File: config.mk
export PLATFORM = sky130hd
export DESIGN_NAME = seven_segment_decoder
export DESIGN_NICKNAME = d
export VERILOG_FILES = /design/src/rtl/seven_segment_decoder.sv
export SDC_FILE = /design/constraint.sdc
export NUM_CORES = 1
export LEC_CHECK = 0
export CORE_AREA = 2 2 39 41
export DETAILED_ROUTE_END_ITERATION = 8
export DIE_AREA = 0 0 41 43
export PLACE_DENSITY = 0.73
export SETUP_SLACK_MARGIN = 0.4
export SLEW_MARGIN = 0
export SYNTH_ARGS = -nofsm -noshare
export SYNTH_HDL_FRONTEND = slang
export SYNTH_SLANG_ARGS = --single-unit
File: constraint.sdc
create_clock -name clk -period 4.5 [get_ports clk]
set_clock_uncertainty 0.05 [all_clocks]
set_input_delay 1.125 -clock clk [delete_from_list [all_inputs] [get_ports clk]]
set_output_delay 1.125 -clock clk [all_outputs]
set_load 0.01 [all_outputs]
File: src/rtl/seven_segment_decoder.sv
// Registered nibble-to-7-segment decoder with lamp test, blanking and hold.
// Segment order {g,f,e,d,c,b,a}; ACTIVE_LOW inverts the whole pattern.
module seven_segment_decoder #(
    parameter bit ACTIVE_LOW = 1'b0,
    parameter bit HEX_EN     = 1'b1
) (
    input  logic       clk,
    input  logic       rst,
    input  logic       en,
    input  logic [3:0] bin,
    input  logic       lamp_test,
    input  logic       blank,
    output logic [6:0] seg
);

    localparam logic [6:0] ALL_ON  = 7'h7f;
    localparam logic [6:0] ALL_OFF = 7'h00;
    localparam logic [6:0] POL     = {7{ACTIVE_LOW}};

    logic [6:0] dec;
    logic [6:0] pat;

    always_comb begin
        dec = ALL_OFF;
        case (bin)
            4'h0:    dec = 7'h3f;
            4'h1:    dec = 7'h06;
            4'h2:    dec = 7'h5b;
            4'h3:    dec = 7'h4f;
            4'h4:    dec = 7'h66;
            4'h5:    dec = 7'h6d;
            4'h6:    dec = 7'h7d;
            4'h7:    dec = 7'h07;
            4'h8:    dec = 7'h7f;
            4'h9:    dec = 7'h6f;
            4'ha:    dec = HEX_EN ? 7'h77 : ALL_OFF;
            4'hb:    dec = HEX_EN ? 7'h7c : ALL_OFF;
            4'hc:    dec = HEX_EN ? 7'h39 : ALL_OFF;
            4'hd:    dec = HEX_EN ? 7'h5e : ALL_OFF;
            4'he:    dec = HEX_EN ? 7'h79 : ALL_OFF;
            4'hf:    dec = HEX_EN ? 7'h71 : ALL_OFF;
            default: dec = ALL_OFF;
        endcase
    end

    // Lamp test wins over blank so a stuck blank line cannot hide a lamp check.
    always_comb begin
        pat = dec;
        if (lamp_test) begin
            pat = ALL_ON;
        end else if (blank) begin
            pat = ALL_OFF;
        end
    end

    // Polarity applied last so every control keeps its logical meaning.
    always_ff @(posedge clk) begin
        if (rst) begin
            seg <= ALL_OFF ^ POL;
        end else if (en) begin
            seg <= pat ^ POL;
        end
    end

endmodule

==> impl_metrics.csv, run 1 <==
group,metric,value,unit
status,status,"completed",
clock_tree,ctsHoldBuffers,0,
timing,worst_pin_slew,0.5208,ns
global_route,grtUsageTotal,13.55,%
global_route,grt_first_pass_wirelength,1.566,mm
floorplanning,die_area,1763,um^2
floorplanning,die_h,43,um
global_route,grt_max_degree,17,
worst_setup_path,cp_top_family,"buffers and inverters",
synth,synth_seq_area_share,28.00,%
synth,ys_ff_latch,7,
finish,largest_reg_flops,7,
detailed_routing,route.antenna.remaining_nets,0,
worst_setup_path,cp_cell_sequence,"clkdlybuf4s50_1 > inv_1 > ha_1 > nor2b_1 > a2111oi_2 > a211oi_1 > a211oi_1",
floorplanning,rows,14,
pwr,power,175.4,uW
synth,syn_nets,75,
timing,maxSlewViolCount,0,
clock_tree,clk_latency,0.25,ns
clock_tree,cts_made_buffers,3,
worst_setup_path,slowest_stage,"clkdlybuf4s50_1",
worst_setup_path,critPathBufInv,2,
synth,synth_cell_types,22,
clock_tree,cts_setup_buffers,0,
worst_setup_path,cp.arrival,2.88,ns
pwr,leakagePower,0.2769,nW
clock_tree,htreeDepth,1,
placement,hpwl,814.9,um
global_route,grt-ovfl-total,0,
detailed_routing,routedWlPerCell,11.72,um
clock_tree,path_clk_slew,0.05,ns
synth,synthCells,60,
placement,port_buffers,15,
floorplanning,initial_core_util,36.17,%
timing,fmax,0.3623,GHz
floorplanning,io_pins,16,
detailed_routing,drt_iter0_markers,9,
finish,nets,92,
timing,hold_viol_final,0,
clock_tree,cts.sinks,7,
worst_setup_path,cpPeakStageDelay,0.55,ns
finish,areaGrowthSynthToFinish,36.50,%
finish,seqCellArea,140.1,um^2
placement,gp_congestion,0.8581,
finish,multi_input_area,331.6,um^2
detailed_routing,drt_pre_antenna_iters,2,
worst_setup_path,end_kind,"register",
clock_tree,cts_buffer_depth,2,
global_route,grt_pass1_vias,379,
timing,min_period,2.760,ns
worst_setup_path,crit_type,"in2reg",
worst_setup_path,path_common_cell,"a211oi_1",
clock_tree,cts_root_buf,"clkbuf_4",
detailed_routing,routed_wl,1.078,mm
worst_setup_path,critPathRequiredTime,4.62,ns
finish,n_fill_cell,148,
detailed_routing,via_count,502,
finish,top_register,"seg",
hold_path,hold_path.class,"reg2reg",
timing,tns,0,ns
floorplanning,die_width,41,um
worst_setup_path,path_max_fanout,5,
detailed_routing,vias_per_cell,5.457,
synth,syn_area,500.5,um^2
timing,timing.final.crit_share,61.33,%
detailed_routing,drc,0,
clock_tree,cts_resized,0,
synth,avgSynthCellArea,8.341,um^2
synth,ys_top_cells_by_area,"dfxtp_1 28%, ha_1 15%, nor2_1 6.8%, a211oi_1 6.0%, nor2b_1 5.0%",
floorplanning,core-area,1384,um^2
timing,setup_viol,0,
flow_run,drv_cap,0,
finish,layout-drive-gt1-share,5.263,%
synth,yosysTopAreaCell,"dfxtp_1",
timing,rsz0062_at_grt,"false",
finish,n_antenna_cell,0,
pwr,ir_drop,0.06773,mV
pwr,p_per_area,256.7,nW/um^2
timing,slew_headroom,65.17,%
worst_setup_path,cp-start-kind,"primary input",
synth,synth_top_area_share,28.00,%
finish,top_regs,"seg (7)",
global_route,antenna_found_initial,0,
clock_tree,cts_tree,"done",
synth,yosys_warnings,0,
-- metrics by stage --
stage / instance area, um^2 / worst slack (ns) / util [%] / hold slack (ns) / instances
3_3_place_gp: 656.9 / 1.517 / 47.47 / 0.4134 / 88
6_report: 683.2 / 1.740 / 49.37 / 0.4258 / 92
2_1_floorplan: 500.5 / 2.221 / - / 0.4451 / 60
4_1_cts: 683.2 / 1.727 / 49.37 / 0.4258 / 92
3_5_place_dp: 656.9 / 1.465 / 47.47 / 0.4160 / 88
5_1_grt: 683.2 / 1.592 / 49.37 / 0.4525 / 92
-- layer usage --
metal / vias to the layer above / GRT usage, % / wire length [um]
met5: - / 0 / 0
met4: 0 / 14.00 / 40
met3: 5 / 3.141 / 53
met2: 15 / 17.19 / 465
met1: 228 / 17.04 / 519
li1: 254 / - / -
-- cells in the mapped netlist --
master     number
nor2b_1         4
buf_2           2
inv_1           4
o21ai_0         1
a21oi_1         2
nor2_1          9
a21o_1          1
a311oi_1        1
dfxtp_1         7
nand2_1         1
mux2_1          2
o22ai_1         3
nand2b_1        2
a2111oi_1       1
nor3_1          3
clkbuf_1        1
a2111oi_2       1
ha_1            6
a211oi_1        4
a221oi_1        2
a211o_1         1
a31oi_1         2
-- tightest hold or removal path, cell delays in order, from the launching register on --
cell and delay [ns]:
dfxtp_1 0.31, nor2_1 0.08, nor3_1 0.04
-- final timing paths --
path | startpoint | endpoint | slack (ns) | depth (start not counted)
worst max-delay path | bin[1] | seg[3] | 1.74 | 7
worst min-delay path | seg[1] | seg[1] | 0.43 | 2
worst max register to register | seg[0] | seg[0] | 3.79 | 2
worst min register to register | seg[1] | seg[1] | 0.43 | 2
-- cell type report --
| type | instances | area share [%] |
|---|---|---|
| Multi-Input combinational cell | 46 | 48.53 |
| Clock buffer | 4 | 3.846 |
| Timing Repair Buffer | 15 | 21.98 |
| Tap cell | 16 | 2.930 |
| Inverter | 4 | 2.198 |
| Sequential cell | 7 | 20.51 |
-- report_power, final --
| part | total (mW) | leakage [nW] | switching [mW] | internal, mW |
|---|---|---|---|---|
| Sequential | 0.0696 | 0.0584 | 0.00246 | 0.0671 |
| Combinational | 0.0485 | 0.203 | 0.0229 | 0.0256 |
| Clock | 0.0573 | 0.0150 | 0.0235 | 0.0339 |
-- cell usage in the layout, fill, tap and decap left out, drive strengths merged --
cell	Yosys	routed
a2111oi	2	2
nand2	1	1
dfxtp	7	7
a211oi	4	4
a31oi	2	2
a21oi	2	2
nand2b	2	2
a221oi	2	2
clkdlybuf4s50	0	15
inv	4	4
nor2b	4	4
a311oi	1	1
clkbuf	1	4
o22ai	3	3
nor2	9	9
nor3	3	3
ha	6	6
a211o	1	1
mux2	2	2
a21o	1	1
o21ai	1	1
-- logic make-up (layout without fill, tap and decap cells) --
group	count (synthesis)	count (layout)	share of synthesized area [%]
compound gates	19	19	28.75
simple gates	19	19	18.00
flops	7	7	28.00
buf+inv	7	23	5.748
mux	2	2	4.500
fa+ha+maj	6	6	15.00
Power figures use the tool's default switching activity.
==> run 2, diff against run 1 <==
==> constraint.sdc (replaced) <==
create_clock -name clk -period 2.6 [get_ports clk]
set_clock_uncertainty 0.05 [all_clocks]
set_input_delay 0.65 -clock clk [delete_from_list [all_inputs] [get_ports clk]]
set_output_delay 0.65 -clock clk [all_outputs]
set_load 0.01 [all_outputs]
==> run 2 against run 1 <==
  * First-iteration DRC count down 67%
  * Global-route usage up 2.8 points
  * Register-to-register slack worse by 1.9 ns
  * Hold slack better by 0.0060 ns
  * Sequential power up 74%
  * Core utilization up 2.4 points
  * Critical endpoint unchanged
  * Final area up 4.9%
  * Clock-buffer cell count unchanged
  * Via count up 4.0%
  * Highest routed layer unchanged
  * Sequential share of layout area down 0.97 points
  * Flip-flop and latch count unchanged
  * Wire length up 13%
==> impl_metrics.csv, run 2 (synthesis results as in run 1) <==
group,metric,value,unit
timing,min_period,1.930,ns
finish,multi_input_area,339.1,um^2
timing,fmax,0.5182,GHz
floorplanning,die_width,41,um
finish,fin_cells,95,
global_route,grt_first_pass_wirelength,1.994,mm
finish,layout-drive-gt1-share,12.66,%
clock_tree,cts_root_buf,"clkbuf_4",
timing,hold_viol_final,0,
placement,dp_cells,91,
detailed_routing,route.antenna.remaining_nets,0,
placement,placed_area,679.4,um^2
global_route,grtUsageTotal,16.37,%
timing,rsz0062_at_grt,"false",
timing,timing.final.crit_share,74.22,%
detailed_routing,top_layer,"met4",
detailed_routing,wl_met2,606,um
detailed_routing,wl_met3,48,um
clock_tree,cts_made_buffers,3,
flow_run,drv_cap,0,
timing,fin_ws,0.6703,ns
detailed_routing,drt_iter0_markers,3,
finish,mostFrequentLayoutCells,"12 x clkdlybuf4s50_1, 9 x nor2_1, 7 x dfxtp_1, 5 x ha_1",
floorplanning,initial_core_util,36.17,%
hold_path,hold_path.class,"reg2reg",
finish,seqCellArea,140.1,um^2
floorplanning,die_area,1763,um^2
finish,areaGrowthSynthToFinish,43.25,%
finish,largest_reg_flops,7,
worst_setup_path,path_max_fanout,5,
worst_setup_path,critPathBufInv,2,
finish,top_regs,"seg (7)",
placement,gp_congestion,0.8405,
clock_tree,cts_setup_buffers,0,
detailed_routing,drt_pre_antenna_iters,4,
clock_tree,cts.sinks,7,
finish,top_register,"seg",
detailed_routing,drc,0,
clock_tree,ctsHoldBuffers,0,
detailed_routing,routedWlPerCell,12.86,um
detailed_routing,wl_met1,549,um
finish,n_antenna_cell,0,
worst_setup_path,path_common_cell,"a211oi_1",
floorplanning,core-area,1384,um^2
floorplanning,io_pins,16,
pwr,p_per_area,429.1,nW/um^2
detailed_routing,via_count,522,
clock_tree,path_clk_slew,0.05,ns
floorplanning,rows,14,
timing,maxSlewViolCount,0,
worst_setup_path,crit_type,"in2reg",
timing,slew_headroom,71.51,%
global_route,grt-ovfl-total,0,
floorplanning,die_h,43,um
pwr,ir_drop,0.1130,mV
global_route,grt_pass1_vias,489,
placement,port_buffers,15,
placement,place_ws,0.1621,ns
worst_setup_path,end_kind,"register",
status,status,"completed",
timing,tns,0,ns
global_route,grt_max_degree,13,
detailed_routing,routed_wl,1.222,mm
finish,nets,95,
clock_tree,cts_tree,"done",
worst_setup_path,cp-start-kind,"primary input",
pwr,leakagePower,0.3091,nW
worst_setup_path,critPathRequiredTime,2.67,ns
clock_tree,clk_latency,0.25,ns
placement,hpwl,889,um
finish,n_fill_cell,138,
worst_setup_path,slowest_stage,"dlygate4sd2_1",
timing,worst_pin_slew,0.4266,ns
global_route,antenna_found_initial,0,
worst_setup_path,cpPeakStageDelay,0.29,ns
detailed_routing,vias_per_cell,5.495,
clock_tree,cts_buffer_depth,2,
worst_setup_path,cp_cell_sequence,"dlygate4sd2_1 > inv_1 > ha_1 > nor2b_1 > a21o_1 > a211oi_1 > a211oi_1",
finish,final_common_cell,"clkdlybuf4s50_1",
worst_setup_path,cp.arrival,2.00,ns
finish,fin_area,716.9,um^2
clock_tree,htreeDepth,1,
worst_setup_path,cp_top_family,"compound AO/OA/AOI/OAI gates",
timing,setup_viol,0,
-- run 2: cell types whose count changed in the layout (fill, tap and decap cells not counted), sizes merged --
| cell | previous run | this run |
|---|---|---|
| buf | 0 | 3 |
| dlymetal6s2s | 0 | 2 |
| dlygate4sd2 | 0 | 1 |
| clkdlybuf4s50 | 15 | 12 |
-- run 2: metrics by stage --
step	total power [mW]	utilization (%)	hold slack, ns
floorplan	0.1663	-	0.4451
global placement	0.2094	49.10	0.4151
detailed placement	0.2107	49.10	0.4173
CTS	0.3085	50.90	0.4331
global route	0.3269	51.81	0.4620
finish	0.3077	51.81	0.4318
-- run 2: final timing paths --
check / start / endpoint / slack [ns] / cells after the start
worst max-delay path: bin[0] / seg[3] / 0.67 / 7
worst min-delay path: seg[4] / seg[4] / 0.43 / 2
worst max register to register: seg[3] / seg[3] / 1.88 / 2
worst min register to register: seg[4] / seg[4] / 0.43 / 2
-- run 2: timing repair --
item / CTS / global route
pin swaps: 1 / 4
hold endpoints to repair: 0 / 0
setup endpoints to repair: 1 / 2
gates resized for setup: 1 / 5
-- run 2: final cells by class --
cell class | count | area share (%)
flip-flops and latches | 7 | 19.55
multi-input cells | 46 | 47.29
clock buffers | 4 | 3.665
inverters | 4 | 2.094
well taps | 16 | 2.792
repair buffers | 18 | 24.61
-- run 2: per-layer routing --
layer / up-vias / track usage (%)
li1: 259 / -
met1: 245 / 19.61
met2: 15 / 26.25
met3: 3 / 1.571
met4: 0 / 10.00
met5: - / 0
-- run 2: power by group --
| part | leakage, nW | switching [mW] | total [mW] | internal [mW] |
|---|---|---|---|---|
| Clock | 0.0150 | 0.0388 | 0.0972 | 0.0585 |
| Sequential | 0.0584 | 0.00448 | 0.121 | 0.116 |
| Combinational | 0.236 | 0.0428 | 0.0898 | 0.0470 |
-- run 2: worst min-delay path: stages, from the launching register on --
cell and delay, ns:
dfxtp_1 0.31, nor2_1 0.08, nor3_1 0.05
==> RTL edit, RTL diff (flow settings as in run 2) <==
Change the parameter `ACTIVE_LOW` from 1'b0 to 1'b1.
--- a/src/rtl/seven_segment_decoder.sv
+++ b/src/rtl/seven_segment_decoder.sv
@@ -1,7 +1,7 @@
 // Registered nibble-to-7-segment decoder with lamp test, blanking and hold.
 // Segment order {g,f,e,d,c,b,a}; ACTIVE_LOW inverts the whole pattern.
 module seven_segment_decoder #(
-    parameter bit ACTIVE_LOW = 1'b0,
+    parameter bit ACTIVE_LOW = 1'b1,
     parameter bit HEX_EN     = 1'b1
 ) (
     input  logic       clk,
Formal check against the unedited RTL: not equivalent (a bounded check fails within 4 cycles, from zero or initial values and one cycle with rst high).
==> RTL edit against run 2 <==
Fmax up 1.3%. Wire length down 8.5%. Sequential cell count unchanged. Utilization down 1.1 points. Combinational power is 5.6% lower. Worst setup slack gained 0.025 ns. First-iteration DRC count rose to 3.3 times the old value. Synthesized area is 1.3% lower. Die area unchanged. Global-route usage fell by 0.93 points. Total power fell by 1.2%. Cell area decreased by 2.1%. Largest cell class unchanged. Largest power group unchanged. Highest routed layer unchanged.
==> RTL edit: results (changes against run 2) <==
| Metric | Value |
|---|---|
| Outcome | completed |
| Detailed Route Iter0 Violations | 10 (+7) |
| Crit Path Max Fanout | 10 (+5) |
| Critical Path Start | bin[3] |
| Pre-CTS WS | 0.0993 ns (-0.0628 ns) |
| Routability Congestion | 0.826 (-1.8%) |
| Largest net degree at the start of global routing | 12 (-1) |
| Post-synthesis compound-gate area fraction | 34.2% (+5.4 points) |
| Synthesized Nets | 75 (unchanged) |
| Vias in the first global route | 468 (-4.3%) |
| Mux share of post-synthesis cell area | 0% (-4.5 points) |
| Main area contributors after synthesis | dfxtp_1 (28%), ha_1 (15%), nor2b_1 (8.9%) |
| Met1 GRT Util | 15.7% (-4.0 points) |
| Slew HR | 75.0% (+3.5 points) |
| Post-synth top cells | a21oi_1 (7), dfxtp_1 (7), nor2b_1 (7) |
| Reg2reg start | seg[1] |
| Post-Synth Adder-Cell Area | 15.2% (+0.19 points) |
| Via count | 511 (-2.1%) |
| Buffers added on ports | 15 (unchanged) |
| CTS clk-pin slew, worst paths | 0.05 ns (about the same) |
| Arrival @ worst endpoint | 1.99 ns |
| Unique cell type count in the Yosys netlist | 24 (+9.1%) |
| Global-route usage over all layers | 15.4% (-0.93 points) |
| Met3 global-route usage | 3.14% (+1.6 points) |
| Placed wire-length estimate | 882 microns (-0.75%) |
| Leakage | 0.289 nW (-6.6%) |
| DP Area | 659 sq um (-2.9%) |
| Initial antenna violation count | 0 (unchanged) |
| Fillers | 141 (+2.2%) |
| Maximum VDD drop | 156 uV (+38%) |
| Sequential fraction of the synthesis area | 28.4% (+0.35 points) |
| Clk_lat worst skew | 0.25 ns (about the same) |
| Nets | 94 (-1.1%) |
| Largest regs | seg (7) |
| Wire length per cell | 11.9 microns (-7.5%) |
| GRT met2 Usage | 25.3% (-0.94 points) |
| Layout cells sized above 1 | 8.97% (-3.7 points) |
| First-pass GRT wire length | 1.79 mm (-10%) |
| Launch point of the worst hold path | seg[1] |
-- RTL edit: cell count changes after synthesis, sizes merged, moves of 2 or more --
cell / run 2 / this run
mux2: 2 / 0
o21ai: 1 / 9
a21oi: 2 / 7
nor2: 9 / 2
o22ai: 3 / 0
a211oi: 4 / 1
nor3: 3 / 1
nor2b: 4 / 7
-- RTL edit: what timing repair did --
action / in CTS / in global routing
endpoints found under the hold margin: 0 / 0
resized for setup: 2 / 3
pin swaps: 1 / 0
setup endpoints to repair: 2 / 3
-- RTL edit: path summary, 6_finish.rpt --
check	to	slack (ns)	cells past startpoint
hold reg to reg	seg[1]	0.41	1
hold / removal	seg[1]	0.41	1
setup reg to reg	seg[1]	1.87	1
setup / recovery	seg[5]	0.70	6
-- RTL edit: layer usage --
layer  vias up  routed length (microns)
li1        257                        -
met1       230                      488
met2        20                      530
met3         4                       74
met4         0                       25
met5         -                        0
-- RTL edit: metrics by stage --
stage          cells  utilization (%)  power, mW
2_1_floorplan     60                -      0.163
3_3_place_gp      90             47.6      0.203
3_5_place_dp      90             47.6      0.205
4_1_cts           94             50.0      0.308
5_1_grt           94             50.7      0.321
6_report          94             50.7      0.304
-- RTL edit: logic make-up (layout without fill, tap and decap cells) --
family | after synthesis | after routing
compound gates | 26 | 26
fa+ha+maj | 6 | 6
buf+inv | 6 | 24
simple gates | 15 | 15
flops | 7 | 7
-- RTL edit: cell type report --
class	count	area [sq um]	share of cell area [%]
multi-input combinational	47	338	48.1
tap	16	20.0	2.85
inverter	4	15.0	2.14
timing repair buffer	16	163	23.2
clock buffer	4	26.3	3.74
sequential	7	140	20.0
-- RTL edit: power breakdown --
| part | switching, mW | total [mW] | internal (mW) |
|---|---|---|---|
| Sequential | 0.00397 | 0.120 | 0.116 |
| Combinational | 0.0405 | 0.0848 | 0.0443 |
| Clock | 0.0403 | 0.0989 | 0.0586 |
| Total | 0.0848 | 0.304 | 0.219 |
-- RTL edit: critical path: stages --
cell and delay [ns]:
clkdlybuf4s50_1 0.54, buf_4 0.23, nand2_1 0.12, o21ai_0 0.10
a211oi_1 0.25, o21ai_0 0.09
